## src/rtl/arp_reply_tx.sv

```systemverilog
// rtl/arp_reply_tx.sv - builds ARP reply frames from parsed request headers onto a 64-bit stream
// One active frame plus a one-deep pending slot; every output is driven from a register.
module arp_reply_tx #(
    parameter logic [47:0] FPGA_MAC = 48'h211abcdef112,
    parameter logic [31:0] FPGA_IP  = 32'hC0000186,
    parameter bit          PAD_MIN  = 1'b1
) (
    input  logic         i_clk,
    input  logic         i_reset,
    input  logic [335:0] i_data_head,
    input  logic         i_data_head_valid,
    input  logic         i_arp_valid,
    output logic         o_tx_axis_tvalid,
    output logic [63:0]  o_tx_axis_tdata,
    output logic [7:0]   o_tx_axis_tkeep,
    output logic         o_tx_axis_tlast,
    input  logic         i_tx_axis_tready,
    output logic         o_busy,
    output logic         o_drop
);

    localparam int         NBEATS    = PAD_MIN ? 8 : 6;
    localparam logic [2:0] LAST_BEAT = 3'(NBEATS - 1);
    localparam logic [7:0] LAST_KEEP = PAD_MIN ? 8'h0F : 8'h03;

    typedef enum logic {S_IDLE, S_SEND} state_t;

    state_t      state_q, state_d;
    logic [2:0]  beat_q, beat_d;
    logic [47:0] act_sha_q, act_sha_d;
    logic [31:0] act_spa_q, act_spa_d;
    logic        pend_full_q, pend_full_d;
    logic [47:0] pend_sha_q, pend_sha_d;
    logic [31:0] pend_spa_q, pend_spa_d;
    logic        drop_d;

    logic        tvalid_q, tvalid_d;
    logic [63:0] tdata_q, tdata_d;
    logic [7:0]  tkeep_q, tkeep_d;
    logic        tlast_q, tlast_d;
    logic        busy_q, busy_d;
    logic        drop_q;

    logic        req;
    logic        handshake;
    logic [47:0] req_sha;
    logic [31:0] req_spa;
    logic        unused_head_bits;

    assign req              = i_data_head_valid && i_arp_valid;
    assign handshake        = tvalid_q && i_tx_axis_tready;
    assign req_sha          = i_data_head[159:112];
    assign req_spa          = i_data_head[111:80];
    assign unused_head_bits = ^{i_data_head[335:160], i_data_head[79:0]};

    // Frame byte n lands in bits [8n+7:8n], so beat k is simply slice k of the padded frame.
    function automatic logic [63:0] beat_data(input logic [47:0] sha,
                                              input logic [31:0] spa,
                                              input logic [2:0]  beat);
        logic [335:0] hdr;
        logic [511:0] frame;
        hdr   = {sha, FPGA_MAC, 80'h0806_0001_0800_0604_0002, FPGA_MAC, FPGA_IP, sha, spa};
        frame = '0;
        for (int n = 0; n < 42; n++) begin
            frame[8*n +: 8] = hdr[8*(41-n) +: 8];
        end
        return frame[64*beat +: 64];
    endfunction

    always_ff @(posedge i_clk) begin
        if (i_reset) begin
            state_q <= S_IDLE;
        end else begin
            state_q <= state_d;
        end
    end

    always_comb begin
        state_d     = state_q;
        beat_d      = beat_q;
        act_sha_d   = act_sha_q;
        act_spa_d   = act_spa_q;
        pend_full_d = pend_full_q;
        pend_sha_d  = pend_sha_q;
        pend_spa_d  = pend_spa_q;
        drop_d      = 1'b0;
        case (state_q)
            S_IDLE: begin
                if (req) begin
                    state_d   = S_SEND;
                    beat_d    = '0;
                    act_sha_d = req_sha;
                    act_spa_d = req_spa;
                end
            end
            S_SEND: begin
                if (handshake) begin
                    if (beat_q == LAST_BEAT) begin
                        if (pend_full_q) begin
                            act_sha_d   = pend_sha_q;
                            act_spa_d   = pend_spa_q;
                            beat_d      = '0;
                            pend_full_d = 1'b0;
                        end else begin
                            state_d = S_IDLE;
                        end
                    end else begin
                        beat_d = beat_q + 3'd1;
                    end
                end
            end
            default: state_d = S_IDLE;
        endcase
        // A slot freed by promotion this cycle can take the new request at once.
        if (state_q == S_SEND && req) begin
            if (!pend_full_d) begin
                pend_full_d = 1'b1;
                pend_sha_d  = req_sha;
                pend_spa_d  = req_spa;
            end else begin
                drop_d = 1'b1;
            end
        end
    end

    always_comb begin
        tvalid_d = (state_d == S_SEND);
        tdata_d  = '0;
        tkeep_d  = '0;
        tlast_d  = 1'b0;
        if (tvalid_d) begin
            tdata_d = beat_data(act_sha_d, act_spa_d, beat_d);
            tkeep_d = (beat_d == LAST_BEAT) ? LAST_KEEP : 8'hFF;
            tlast_d = (beat_d == LAST_BEAT);
        end
        busy_d = tvalid_d || pend_full_d;
    end

    always_ff @(posedge i_clk) begin
        if (i_reset) begin
            beat_q      <= '0;
            act_sha_q   <= '0;
            act_spa_q   <= '0;
            pend_full_q <= 1'b0;
            pend_sha_q  <= '0;
            pend_spa_q  <= '0;
            tvalid_q    <= 1'b0;
            tdata_q     <= '0;
            tkeep_q     <= '0;
            tlast_q     <= 1'b0;
            busy_q      <= 1'b0;
            drop_q      <= 1'b0;
        end else begin
            beat_q      <= beat_d;
            act_sha_q   <= act_sha_d;
            act_spa_q   <= act_spa_d;
            pend_full_q <= pend_full_d;
            pend_sha_q  <= pend_sha_d;
            pend_spa_q  <= pend_spa_d;
            tvalid_q    <= tvalid_d;
            tdata_q     <= tdata_d;
            tkeep_q     <= tkeep_d;
            tlast_q     <= tlast_d;
            busy_q      <= busy_d;
            drop_q      <= drop_d;
        end
    end

    assign o_tx_axis_tvalid = tvalid_q;
    assign o_tx_axis_tdata  = tdata_q;
    assign o_tx_axis_tkeep  = tkeep_q;
    assign o_tx_axis_tlast  = tlast_q;
    assign o_busy           = busy_q;
    assign o_drop           = drop_q;

endmodule

```

## config.mk

```make
export PLATFORM = sky130hd
export DESIGN_NAME = arp_reply_tx
export DESIGN_NICKNAME = d
export VERILOG_FILES = /design/src/rtl/arp_reply_tx.sv
export SDC_FILE = /design/constraint.sdc
export NUM_CORES = 1
export LEC_CHECK = 0
export ABC_AREA = 0
export ABC_CLOCK_PERIOD_IN_PS = 2800
export BUFFER_PORTS_ARGS = -buffer_cell sky130_fd_sc_hd__buf_4
export CORE_MARGIN = 1
export CORE_UTILIZATION = 35
export CTS_CLUSTER_SIZE = 16
export DETAILED_ROUTE_END_ITERATION = 10
export GPL_TIMING_DRIVEN = 0
export HOLD_SLACK_MARGIN = 0.15
export SYNTH_ARGS = -nofsm -noshare
export SYNTH_HDL_FRONTEND = slang
export SYNTH_SLANG_ARGS = --single-unit
```

## constraint.sdc

```tcl
create_clock -name i_clk -period 2.8 [get_ports i_clk]
set_input_delay 0.14 -clock i_clk [delete_from_list [all_inputs] [get_ports i_clk]]
set_output_delay 0.14 -clock i_clk [all_outputs]
set_load 0.01 [all_outputs]
```

==> results.cfg <==
[grt]
grt_first_pass_wirelength_mm = 55.6
grt_pass1_vias = 9520
grt.total_usage_pct = 25.3
antenna_found_initial = 1
grt_max_degree = 16
globalRouteOverflowTotal = 0

[yosys]
synth-seq-area-share_pct = 47.8
synthTopCellsByArea = sky130_fd_sc_hd__dfxtp_1, sky130_fd_sc_hd__nand2_1, sky130_fd_sc_hd__a211oi_1
yosysTopAreaCell = sky130_fd_sc_hd__dfxtp_1
synthesis.area_per_instance_um2 = 8.29
synth_enable_flop_cells = 0
asyncSetResetFlopFracSynth_pct = 0
post_synth_instance_area_um2 = 9790
area_fraction_of_the_dominant_cell_type_after_synthesis_pct = 47.8
syn_nets = 1526
synth_warnings = 0
syn-instance-count = 1182
synth_ff_type = sky130_fd_sc_hd__dfxtp_1
ys_types = 44
synth_seq_cells = 234

[worst_setup_path]
worst_setup_path_start_kind = flop
worstSetupEndpointType = flop
cp.required_ns = 3.20
worstPathArrival_ns = 3.16
regToRegSetupSlack_ns = 0.04
timing.setup.critical_path_class = reg -> reg
max_fo_critical_path = 10

[power_and_ir_drop]
p_clk_share_pct = 42.6
p_total_w = 0.00838
total_switching_power_w = 0.00224
p_sw_share_pct = 26.7
cellInternalPower_w = 0.00614
pwr-share-seq_pct = 42.9
power_leakage_nw = 5.36
power_frac_comb_pct = 14.5
power_density_nw_per_um2 = 635
irDropWorstVdd_mv = 0.447

[sta]
layout_worst_path_cycle_share_pct = 98.4
hold_ws_ns = 0.266
setup-violations-final = 0
final.min_clock_period_ns = 2.76
report.final.slew_viol_count = 0
highest_clock_rate_ghz = 0.363
final.setup.tns_ns = 0
final_hold_viol_count = 0
worstMarginPinSlew_ns = 0.826
grt_setup_unrepaired = false
relSlewSlack_pct = 45.0
finClkSkew_ns = 0.0175

[place]
dp_hpwl_mm = 25.7
place_congestion = 0.909
number_of_placed_instances_taps_included = 1713
port_buffers = 159

[clocking]
cts-buffers-inserted = 25
clock-root-buffer = sky130_fd_sc_hd__clkbuf_16
tritoncts = built
cts_max_level = 1
cts_post_setup_buffers_inserted = 0
cts_sinks = 234
clock_tree.buffer_depth = 3
clk_latency_ns = 0.54
clkTransAtPathRegs_ns = 0.07

[status]
outcome = finished, final reports clean

[routing]
route.antenna.remaining_nets = 0
via_count = 9893
initialDrtViolationCount = 842
detail_route.wl_per_cell_um = 19.9
route.detailed.drc = 0
wirelength_mm = 36.7
per_cell_via_count_in_the_routed_design = 5.37
first_pass_iters = 6

[worst_hold_path]
hold_class = in -> reg

[die]
coreArea_um2 = 27200
die_y_um = 169
initial_core_util_pct = 36.0
boundaryPins = 417
die_boundary_width_um = 169
row_count = 60
die_area_um2 = 28700

[final_layout]
ff_latch_area_um2 = 4680
multi_input_gate_area_in_the_final_layout_um2 = 4570
area_delta_synth_final_pct = 34.7
layout-drive-gt1-share_pct = 18.8
final_nets = 1794
fillers = 2644
stdcell_count = 1843

[job]
number_of_max_cap_violations = 0
==> cell type report <==
cell class | instances | area share, %
antenna | 2 | 0.0379
buffer | 117 | 4.21
clock buffer | 30 | 5.11
clock inverter | 16 | 1.58
inverter | 3 | 0.0854
multi-input combinational | 828 | 34.7
sequential | 234 | 35.5
tap | 372 | 3.53
timing repair buffer | 241 | 15.3
==> per-stage QoR <==
stage                     area (um2)  utilization, %  setup slack, ns
final                          13200            48.5           0.0436
after global routing           13200            48.5          0.00264
after CTS                      13200            48.4           0.0417
after detailed placement       11500            42.1          -0.0113
after global placement         11500            42.1           0.0383
after floorplan                 9790               -            0.804
==> power by group through the flow <==
stage	Combinational (W)	Clock, W	Sequential [W]
after global placement	0.00109	0	0.00366
after floorplan	0.000616	0	0.00367
after CTS	0.00120	0.00360	0.00359
final	0.00122	0.00357	0.00359
after detailed placement	0.00110	0	0.00366
after global routing	0.00131	0.00377	0.00361
==> worst paths after layout <==
| path | start | end | cells past startpoint |
|---|---|---|---|
| max | beat_q[1] | o_tx_axis_tdata[60] | 10 |
| min | i_data_head_valid | o_drop | 4 |
| max reg2reg | beat_q[1] | o_tx_axis_tdata[60] | 10 |
| min reg2reg | pend_spa_q[29] | pend_spa_q[29] | 2 |
==> state kept, by name (all words and copies together) (netlist names) <==
name              flops
act_spa_q            32
act_sha_q            48
o_tx_axis_tlast       1
o_tx_axis_tdata      64
pend_sha_q           48
o_busy                1
o_tx_axis_tkeep       2
pend_full_q           1
o_drop                1
o_tx_axis_tvalid      1
pend_spa_q           32
beat_q                3
==> placed cells by master (no fill, tap or decap), types with 42 or more instances in the layout <==
cell type,n
sky130_fd_sc_hd__nand2_1,287
sky130_fd_sc_hd__dlygate4sd3_1,82
sky130_fd_sc_hd__buf_4,170
sky130_fd_sc_hd__and3_1,80
sky130_fd_sc_hd__nor2b_1,48
sky130_fd_sc_hd__a21oi_1,108
sky130_fd_sc_hd__a31oi_1,47
sky130_fd_sc_hd__a211oi_1,90
sky130_fd_sc_hd__nor3_1,42
sky130_fd_sc_hd__dfxtp_1,234
sky130_fd_sc_hd__clkbuf_1,61
==> cell families after synthesis <==
logic type      synth area share, %
compound gates                 20.4
xor+xnor                     0.0895
fa+ha+maj                     0.383
buf+inv                        5.67
flops                          47.8
mux                            1.02
simple gates                   24.6
==> Yosys cell counts (2+ instances only) <==
master                       n
sky130_fd_sc_hd__nand2_1   287
sky130_fd_sc_hd__dfxtp_1   234
sky130_fd_sc_hd__a21oi_1   108
sky130_fd_sc_hd__a211oi_1   90
sky130_fd_sc_hd__and3_1     80
sky130_fd_sc_hd__clkbuf_1   63
sky130_fd_sc_hd__a31oi_1    48
sky130_fd_sc_hd__nor2b_1    48
sky130_fd_sc_hd__nor3_1     42
sky130_fd_sc_hd__buf_2      33
sky130_fd_sc_hd__o22ai_1    22
sky130_fd_sc_hd__nor2_1     18
sky130_fd_sc_hd__buf_4      11
sky130_fd_sc_hd__a211o_1    10
sky130_fd_sc_hd__mux2i_1    10
sky130_fd_sc_hd__and2_1      9
sky130_fd_sc_hd__a221oi_2    8
sky130_fd_sc_hd__or3_1       8
sky130_fd_sc_hd__buf_1       7
sky130_fd_sc_hd__a22oi_1     6
sky130_fd_sc_hd__nand3_1     5
sky130_fd_sc_hd__nand2b_1    4
sky130_fd_sc_hd__buf_6       3
sky130_fd_sc_hd__ha_1        3
sky130_fd_sc_hd__o21ai_0     3
sky130_fd_sc_hd__a221oi_1    2
sky130_fd_sc_hd__inv_1       2
sky130_fd_sc_hd__nor2_2      2
==> routing by layer <==
metal  wire, um  track usage (%)  vias up
li1           -                -     4673
met1      16300             35.0     4693
met2      16100             39.0      452
met3       2800             3.45       75
met4       1570             11.3        0
met5          0                0        -
==> critical path, cell delays in order (launching register included) <==
cell and delay, ns:
sky130_fd_sc_hd__dfxtp_1 0.41, sky130_fd_sc_hd__ha_1 0.23, sky130_fd_sc_hd__ha_1 0.27, sky130_fd_sc_hd__nand2_1 0.08, sky130_fd_sc_hd__nor2_1 0.22, sky130_fd_sc_hd__buf_2 0.31
sky130_fd_sc_hd__buf_2 0.32, sky130_fd_sc_hd__nand2_1 0.09, sky130_fd_sc_hd__a31oi_1 0.26, sky130_fd_sc_hd__a21oi_1 0.10, sky130_fd_sc_hd__nor2_1 0.32
==> timing repair <==
item,CTS,global route
gates cloned,0,0
hold endpoints to repair,127,0
hold buffers,82,0
setup endpoints to repair,3,11
gates resized for setup,2,10
Note: power is estimated with default switching activity, not from simulation.
